===== config.mk =====
export PLATFORM = sky130hd
export DESIGN_NAME = sram_bridge_flat
export DESIGN_NICKNAME = d
export VERILOG_FILES = /design/src/rtl/sram_bridge_if.sv /design/src/rtl/sram_bridge.sv /design/src/flat_wrapper.sv
export SDC_FILE = /design/constraint.sdc
export NUM_CORES = 1
export LEC_CHECK = 0
export BUFFER_PORTS_ARGS = -buffer_cell sky130_fd_sc_hd__buf_2
export CORE_ASPECT_RATIO = 1.2
export CORE_MARGIN = 1.5
export CORE_UTILIZATION = 52
export DETAILED_ROUTE_END_ITERATION = 7
export PLACE_DENSITY = 0.84
export SYNTH_ARGS = -nofsm -noshare
export SYNTH_HDL_FRONTEND = slang
export SYNTH_SLANG_ARGS = --single-unit

===== constraint.sdc =====
create_clock -name i_clk -period 3.3 [get_ports i_clk]
set_input_delay 0.33 -clock i_clk [delete_from_list [all_inputs] [get_ports i_clk]]
set_output_delay 0.33 -clock i_clk [all_outputs]
set_load 0.03 [all_outputs]

===== src/rtl/sram_bridge_if.sv =====
// Request/response and SRAM pin bundle for sram_bridge.
// The bridge uses the slave view; the requester plus SRAM side uses the master view.
interface sram_bridge_if #(
  parameter int ADDR_W = 18,
  parameter int DATA_W = 16
);
  localparam int BE_W = DATA_W / 8;

  logic              i_reqValid;
  logic              o_reqReady;
  logic              i_reqWr;
  logic [ADDR_W-1:0] i_reqAddr;
  logic [DATA_W-1:0] i_reqData;
  logic [BE_W-1:0]   i_reqBe;
  logic              o_rspValid;
  logic [DATA_W-1:0] o_rspData;

  logic [ADDR_W-1:0] o_sramAddr;
  logic [DATA_W-1:0] o_sramDqOut;
  logic              o_sramDqOe;
  logic [DATA_W-1:0] i_sramDq;
  logic              o_sramCeN;
  logic              o_sramOeN;
  logic              o_sramWeN;
  logic [BE_W-1:0]   o_sramBeN;

  modport slave (
    input  i_reqValid, i_reqWr, i_reqAddr, i_reqData, i_reqBe, i_sramDq,
    output o_reqReady, o_rspValid, o_rspData,
    output o_sramAddr, o_sramDqOut, o_sramDqOe, o_sramCeN, o_sramOeN, o_sramWeN, o_sramBeN
  );

  modport master (
    output i_reqValid, i_reqWr, i_reqAddr, i_reqData, i_reqBe, i_sramDq,
    input  o_reqReady, o_rspValid, o_rspData,
    input  o_sramAddr, o_sramDqOut, o_sramDqOe, o_sramCeN, o_sramOeN, o_sramWeN, o_sramBeN
  );
endinterface


===== src/rtl/sram_bridge.sv =====
// Valid/ready request port to asynchronous SRAM sequencer with wait states,
// byte enables and read-to-write turnaround; every pin comes straight from a flop.
module sram_bridge #(
  parameter int ADDR_W   = 18,
  parameter int DATA_W   = 16,
  parameter int RD_WAIT  = 1,
  parameter int WR_WAIT  = 1,
  parameter int TURN_CYC = 1
) (
  input  logic          i_clk,
  input  logic          i_rst,
  sram_bridge_if.slave  bus
);
  localparam int BE_W = DATA_W / 8;
  localparam logic [3:0] RD_CNT   = 4'(RD_WAIT);
  localparam logic [3:0] WR_CNT   = 4'(WR_WAIT);
  localparam logic [3:0] TURN_CNT = (TURN_CYC > 0) ? 4'(TURN_CYC - 1) : 4'd0;

  typedef enum logic [2:0] {
    IDLE, TURN, RD_ACC, WR_SETUP, WR_PULSE, WR_HOLD
  } state_t;

  state_t            state_q, state_d;
  logic [3:0]        cnt_q, cnt_d;
  logic              last_read_q, last_read_d;
  logic [ADDR_W-1:0] addr_l_q, addr_l_d;
  logic [DATA_W-1:0] data_l_q, data_l_d;
  logic [BE_W-1:0]   be_l_q, be_l_d;

  logic              ready_q, ready_d;
  logic              rsp_valid_q, rsp_valid_d;
  logic [DATA_W-1:0] rsp_data_q, rsp_data_d;
  logic [ADDR_W-1:0] sram_addr_q, sram_addr_d;
  logic [DATA_W-1:0] dq_out_q, dq_out_d;
  logic              dq_oe_q, dq_oe_d;
  logic              ce_n_q, ce_n_d;
  logic              oe_n_q, oe_n_d;
  logic              we_n_q, we_n_d;
  logic [BE_W-1:0]   be_n_q, be_n_d;

  // Sequencing: next state, counters, handshake and captured request.
  always_comb begin
    state_d     = state_q;
    cnt_d       = cnt_q;
    last_read_d = last_read_q;
    addr_l_d    = addr_l_q;
    data_l_d    = data_l_q;
    be_l_d      = be_l_q;
    ready_d     = ready_q;
    rsp_valid_d = 1'b0;
    rsp_data_d  = rsp_data_q;

    case (state_q)
      IDLE: begin
        ready_d = 1'b1;
        if (bus.i_reqValid && ready_q) begin
          ready_d  = 1'b0;
          addr_l_d = bus.i_reqAddr;
          data_l_d = bus.i_reqData;
          be_l_d   = bus.i_reqBe;
          if (!bus.i_reqWr) begin
            state_d = RD_ACC;
            cnt_d   = RD_CNT;
          end else if (last_read_q && (TURN_CYC > 0)) begin
            state_d = TURN;
            cnt_d   = TURN_CNT;
          end else begin
            state_d = WR_SETUP;
          end
        end
      end
      TURN: begin
        if (cnt_q == 4'd0) state_d = WR_SETUP;
        else cnt_d = cnt_q - 4'd1;
      end
      RD_ACC: begin
        if (cnt_q == 4'd0) begin
          rsp_data_d  = bus.i_sramDq;
          rsp_valid_d = 1'b1;
          last_read_d = 1'b1;
          ready_d     = 1'b1;
          state_d     = IDLE;
        end else begin
          cnt_d = cnt_q - 4'd1;
        end
      end
      WR_SETUP: begin
        state_d = WR_PULSE;
        cnt_d   = WR_CNT;
      end
      WR_PULSE: begin
        if (cnt_q == 4'd0) state_d = WR_HOLD;
        else cnt_d = cnt_q - 4'd1;
      end
      WR_HOLD: begin
        state_d     = IDLE;
        last_read_d = 1'b0;
        ready_d     = 1'b1;
      end
      default: state_d = IDLE;
    endcase
  end

  // Pin levels are decoded from the state being entered so they are valid
  // for the whole cycle the state lasts.
  always_comb begin
    sram_addr_d = sram_addr_q;
    dq_out_d    = dq_out_q;
    dq_oe_d     = 1'b0;
    ce_n_d      = 1'b1;
    oe_n_d      = 1'b1;
    we_n_d      = 1'b1;
    be_n_d      = '1;

    case (state_d)
      RD_ACC: begin
        sram_addr_d = addr_l_d;
        ce_n_d      = 1'b0;
        oe_n_d      = 1'b0;
        be_n_d      = '0;
      end
      WR_SETUP, WR_PULSE, WR_HOLD: begin
        sram_addr_d = addr_l_d;
        dq_out_d    = data_l_d;
        dq_oe_d     = 1'b1;
        ce_n_d      = 1'b0;
        be_n_d      = ~be_l_d;
        we_n_d      = (state_d != WR_PULSE);
      end
      default: ;
    endcase
  end

  always_ff @(posedge i_clk or posedge i_rst) begin
    if (i_rst) begin
      state_q     <= IDLE;
      cnt_q       <= 4'd0;
      last_read_q <= 1'b0;
      addr_l_q    <= '0;
      data_l_q    <= '0;
      be_l_q      <= '0;
      ready_q     <= 1'b0;
      rsp_valid_q <= 1'b0;
      rsp_data_q  <= '0;
      sram_addr_q <= '0;
      dq_out_q    <= '0;
      dq_oe_q     <= 1'b0;
      ce_n_q      <= 1'b1;
      oe_n_q      <= 1'b1;
      we_n_q      <= 1'b1;
      be_n_q      <= '1;
    end else begin
      state_q     <= state_d;
      cnt_q       <= cnt_d;
      last_read_q <= last_read_d;
      addr_l_q    <= addr_l_d;
      data_l_q    <= data_l_d;
      be_l_q      <= be_l_d;
      ready_q     <= ready_d;
      rsp_valid_q <= rsp_valid_d;
      rsp_data_q  <= rsp_data_d;
      sram_addr_q <= sram_addr_d;
      dq_out_q    <= dq_out_d;
      dq_oe_q     <= dq_oe_d;
      ce_n_q      <= ce_n_d;
      oe_n_q      <= oe_n_d;
      we_n_q      <= we_n_d;
      be_n_q      <= be_n_d;
    end
  end

  assign bus.o_reqReady  = ready_q;
  assign bus.o_rspValid  = rsp_valid_q;
  assign bus.o_rspData   = rsp_data_q;
  assign bus.o_sramAddr  = sram_addr_q;
  assign bus.o_sramDqOut = dq_out_q;
  assign bus.o_sramDqOe  = dq_oe_q;
  assign bus.o_sramCeN   = ce_n_q;
  assign bus.o_sramOeN   = oe_n_q;
  assign bus.o_sramWeN   = we_n_q;
  assign bus.o_sramBeN   = be_n_q;
endmodule


===== src/flat_wrapper.sv =====
// flat-port wrapper written by rule: the top's interface ports become plain ports
module sram_bridge_flat 
#(
  parameter int ADDR_W   = 18,
  parameter int DATA_W   = 16,
  parameter int RD_WAIT  = 1,
  parameter int WR_WAIT  = 1,
  parameter int TURN_CYC = 1
)
  (i_clk, i_rst, bus_i_reqValid, bus_i_reqWr, bus_i_reqAddr, bus_i_reqData, bus_i_reqBe, bus_i_sramDq, bus_o_reqReady, bus_o_rspValid, bus_o_rspData, bus_o_sramAddr, bus_o_sramDqOut, bus_o_sramDqOe, bus_o_sramCeN, bus_o_sramOeN, bus_o_sramWeN, bus_o_sramBeN);
  sram_bridge_if #(.ADDR_W(ADDR_W), .DATA_W(DATA_W)) bus_i ();
  input  logic i_clk;
  input  logic i_rst;
  input wire logic [$bits(bus_i.i_reqValid)-1:0] bus_i_reqValid;
  input wire logic [$bits(bus_i.i_reqWr)-1:0] bus_i_reqWr;
  input wire logic [$bits(bus_i.i_reqAddr)-1:0] bus_i_reqAddr;
  input wire logic [$bits(bus_i.i_reqData)-1:0] bus_i_reqData;
  input wire logic [$bits(bus_i.i_reqBe)-1:0] bus_i_reqBe;
  input wire logic [$bits(bus_i.i_sramDq)-1:0] bus_i_sramDq;
  output wire logic [$bits(bus_i.o_reqReady)-1:0] bus_o_reqReady;
  output wire logic [$bits(bus_i.o_rspValid)-1:0] bus_o_rspValid;
  output wire logic [$bits(bus_i.o_rspData)-1:0] bus_o_rspData;
  output wire logic [$bits(bus_i.o_sramAddr)-1:0] bus_o_sramAddr;
  output wire logic [$bits(bus_i.o_sramDqOut)-1:0] bus_o_sramDqOut;
  output wire logic [$bits(bus_i.o_sramDqOe)-1:0] bus_o_sramDqOe;
  output wire logic [$bits(bus_i.o_sramCeN)-1:0] bus_o_sramCeN;
  output wire logic [$bits(bus_i.o_sramOeN)-1:0] bus_o_sramOeN;
  output wire logic [$bits(bus_i.o_sramWeN)-1:0] bus_o_sramWeN;
  output wire logic [$bits(bus_i.o_sramBeN)-1:0] bus_o_sramBeN;
  assign bus_i.i_reqValid = bus_i_reqValid;
  assign bus_i.i_reqWr = bus_i_reqWr;
  assign bus_i.i_reqAddr = bus_i_reqAddr;
  assign bus_i.i_reqData = bus_i_reqData;
  assign bus_i.i_reqBe = bus_i_reqBe;
  assign bus_i.i_sramDq = bus_i_sramDq;
  assign bus_o_reqReady = bus_i.o_reqReady;
  assign bus_o_rspValid = bus_i.o_rspValid;
  assign bus_o_rspData = bus_i.o_rspData;
  assign bus_o_sramAddr = bus_i.o_sramAddr;
  assign bus_o_sramDqOut = bus_i.o_sramDqOut;
  assign bus_o_sramDqOe = bus_i.o_sramDqOe;
  assign bus_o_sramCeN = bus_i.o_sramCeN;
  assign bus_o_sramOeN = bus_i.o_sramOeN;
  assign bus_o_sramWeN = bus_i.o_sramWeN;
  assign bus_o_sramBeN = bus_i.o_sramBeN;
  sram_bridge #(.ADDR_W(ADDR_W), .DATA_W(DATA_W), .RD_WAIT(RD_WAIT), .WR_WAIT(WR_WAIT), .TURN_CYC(TURN_CYC)) u_core (.i_clk(i_clk), .i_rst(i_rst), .bus(bus_i));
endmodule

==> metrics.md <==
| Metric | Value |
|---|---|
| Status | `complete, no violations` |
| ANT nets after route | `0` |
| Global-route wire length before repair | `12.1 mm` |
| Layout Cells excl Fill | `491` |
| F_max | `369 MHz` |
| Library cells used by synthesis | `39` |
| Total setup buffers inserted after CTS | `0` |
| Area growth, synth to finish | `19.5%` |
| Critical path arrival | `2.96 ns` |
| Ys async rst share | `100%` |
| Slew Viols, Final | `0` |
| Die Height | `101 µm` |
| Register area | `2560 µm²` |
| Peak VDD IR | `0.668 mV` |
| Pin count of the biggest net entering global routing | `80` |
| Setup CP Type | `flip-flop to flip-flop` |
| DIE AREA | `8510 µm²` |
| Top cells by area, synth | `dfrtp_1 (59%), mux2_2 (21%), mux2_4 (3.3%)` |
| Placer Congestion | `0.858` |
| Vias in the first global route | `2,579` |
| DR WL/cell | `15.5 µm` |
| CTS tree | `built` |
| 1st-iter DRT viols | `151` |
| Initial Util | `53.7%` |
| Rel. slew slack | `37.7%` |
| Post-route cell area | `4950 µm²` |
| Synth Instances | `279` |
| Pwr/cell area | `1200 nW/µm²` |
| Reg2Reg Depth | `7` |
| YS warnings | `0` |
| H-Tree Depth | `3` |
| Utilization after layout | `64.2%` |
| Nature of the critical path startpoint | `flip-flop` |
| Initial antenna violation count | `0` |
| Slew @ Worst Pin | `0.934 ns` |
| Yosys top cell area share | `58.6%` |
| Mapped Nets | `336` |
| IO Count | `114` |
| Clock-pin transition on the worst setup and hold timing paths | `0.10 ns` |
| Clk root buf | `clkbuf_8` |
| # setup viols final | `0` |
| Register area share after synthesis | `61.8%` |
| Final WS setup | `0.590 ns` |
| Max Root-Sink Buffers | `2` |
| Crit path time final | `2.71 ns` |
| Placed Instances | `475` |
| Hold Violations, Final | `0` |
| Drt total wl | `7.61 mm` |
| Placed Area | `4760 µm²` |
| Vias post-DR | `2,597` |
| Clk_skew | `0.0114 ns` |
| R2r setup slk | `0.59 ns` |
| Fin Setup TNS | `0 ns` |
| CP Capture Type | `flip-flop` |
| CTS Buf Count | `9` |
| Mean Syn Cell Area | `14.8 µm²` |
| Leakage power | `2.33 nW` |
| Number of synthesized flops with an enable pin | `0` |
| Worst Path Required | `3.55 ns` |
| Num rows | `35` |
| # DRC | `0` |
| Die width | `84.5 µm` |
| HPWL after DPL | `5.44 mm` |
| Place WS | `0.594 ns` |
| Fin nets | `451` |
| CP Max Fanout | `22` |
| DR pass1 iterations | `4` |
| RR Startpoint | `u_core.cnt_q[0]` |
| Total grt overflow | `0` |
| Cell taking the most area after synthesis | `dfrtp_1` |
| Core area | `7710 µm²` |
| # port buffers | `113` |
| FF+latch count, synth | `102` |
| # fillers | `605` |
| GRT Util Overall | `18.0%` |
| DR vias/cell | `5.29` |
| Clock Latency Late Sink | `0.36 ns` |
| Num Clock Sinks | `102` |
| Fin crit share | `82.1%` |
| Share of layout cells above drive strength 1 | `57.6%` |
| # hold bufs at CTS | `0` |
| RSZ-0062 raised after global routing | `false` |
| Top FF cell, synth | `dfrtp_1` |
| Post_cts resized | `0` |
| Reg2reg end | `u_core.bus.o_sramDqOut[15]` |
| # diodes | `0` |
| Area of the multi-input gates | `1460 µm²` |
| Cell area after synthesis | `4140 µm²` |
| Worst Hold Class | `input port to async pin` |
| Maxcap violations | `0` |
## cell usage in the layout, fill, tap and decap left out, drive strengths merged, types with 3 or more instances in the layout
cell,count
nand2,7
o21ai,10
mux2,86
dfstp,5
nand2b,5
nor2,9
inv,10
dfrtp,97
nor3b,3
buf,117
nor2b,3
clkbuf,9
nor3,3
a21oi,6
## kinds of logic after synthesis
| group | count (synthesis) | share of synthesized area [%] |
|---|---|---|
| multiplexers | 88 | 24.7 |
| flip-flops | 102 | 61.8 |
| buffers and inverters | 20 | 3.08 |
| adder cells (fa/ha/maj) | 3 | 0.785 |
| AO/OA/AOI/OAI | 26 | 3.87 |
| AND/OR/NAND/NOR | 40 | 5.83 |
## worst max-delay path by stage
stage               startpoint                    endpoint  slack, ns
2_1_floorplan            i_rst          u_core.addr_l_q[0]       0.30
3_3_place_gp   u_core.cnt_q[0]  u_core.bus.o_sramDqOut[13]       0.65
3_5_place_dp   u_core.cnt_q[0]  u_core.bus.o_sramDqOut[10]       0.59
4_1_cts        u_core.cnt_q[0]  u_core.bus.o_sramDqOut[15]       0.59
5_1_grt        u_core.cnt_q[0]  u_core.bus.o_sramDqOut[15]       0.42
6_report       u_core.cnt_q[0]  u_core.bus.o_sramDqOut[15]       0.59
## layout make-up
class	count	area share, %
clock inverters	7	1.31
repair buffers	117	12.0
multi-input cells	157	29.5
flip-flops and latches	102	51.7
inverters	7	0.582
well taps	92	2.33
clock buffers	9	2.50
## metrics by stage
stage | total power [mW] | hold slack, ns
after floorplan | 4.60 | 0.447
after global placement | 5.10 | 0.476
after detailed placement | 5.23 | 0.481
after CTS | 5.97 | 0.186
after global routing | 6.27 | 0.187
final | 5.92 | 0.146
## where the power goes
part / switching, mW / internal [mW] / leakage, nW
clock: 0.447 / 0.290 / 0.0909
sequential: 0.319 / 1.90 / 1.20
combinational: 1.65 / 1.31 / 1.03
## layer usage
layer / part of all wire (%) / global-route usage, %
met5: 0 / 0
met4: 1.8 / 6.95
met3: 5.5 / 4.26
met2: 50 / 31.0
met1: 42 / 22.2
## worst max-delay path, stage by stage (launching register included)
cell and delay (ns):
dfrtp_1 0.42, inv_1 0.07, ha_1 0.19, or3b_1 0.46, mux2i_1 0.21, or3b_4 0.56, nand2b_4 0.31, mux2_2 0.38
## registers in the layout (all words and copies together) (netlist names)
| register | flops |
|---|---|
| u_core.cnt_q | 4 |
| u_core.bus.o_sramBeN | 2 |
| u_core.bus.o_rspValid | 1 |
| u_core.bus.o_reqReady | 1 |
| u_core.bus.o_sramDqOut | 16 |
| u_core.bus.o_sramDqOe | 1 |
| u_core.bus.o_sramWeN | 1 |
| u_core.state_q | 3 |
| u_core.bus.o_sramOeN | 1 |
| u_core.last_read_q | 1 |
| u_core.addr_l_q | 18 |
| u_core.bus.o_rspData | 16 |
| u_core.bus.o_sramAddr | 18 |
| u_core.data_l_q | 16 |
| u_core.bus.o_sramCeN | 1 |
| u_core.be_l_q | 2 |
## synth_stat cells (3+ instances only)
| master | count |
|---|---|
| a21oi_1 | 6 |
| buf_2 | 4 |
| dfstp_2 | 5 |
| mux2_2 | 77 |
| dfrtp_1 | 97 |
| clkbuf_1 | 3 |
| nor3b_1 | 3 |
| buf_4 | 4 |
| mux2_4 | 9 |
| o21ai_0 | 10 |
| nand2b_1 | 4 |
| inv_1 | 7 |
| nand2_1 | 7 |
| nor2b_1 | 3 |
| nor2_1 | 8 |
(Power assumes the default switching activity.)
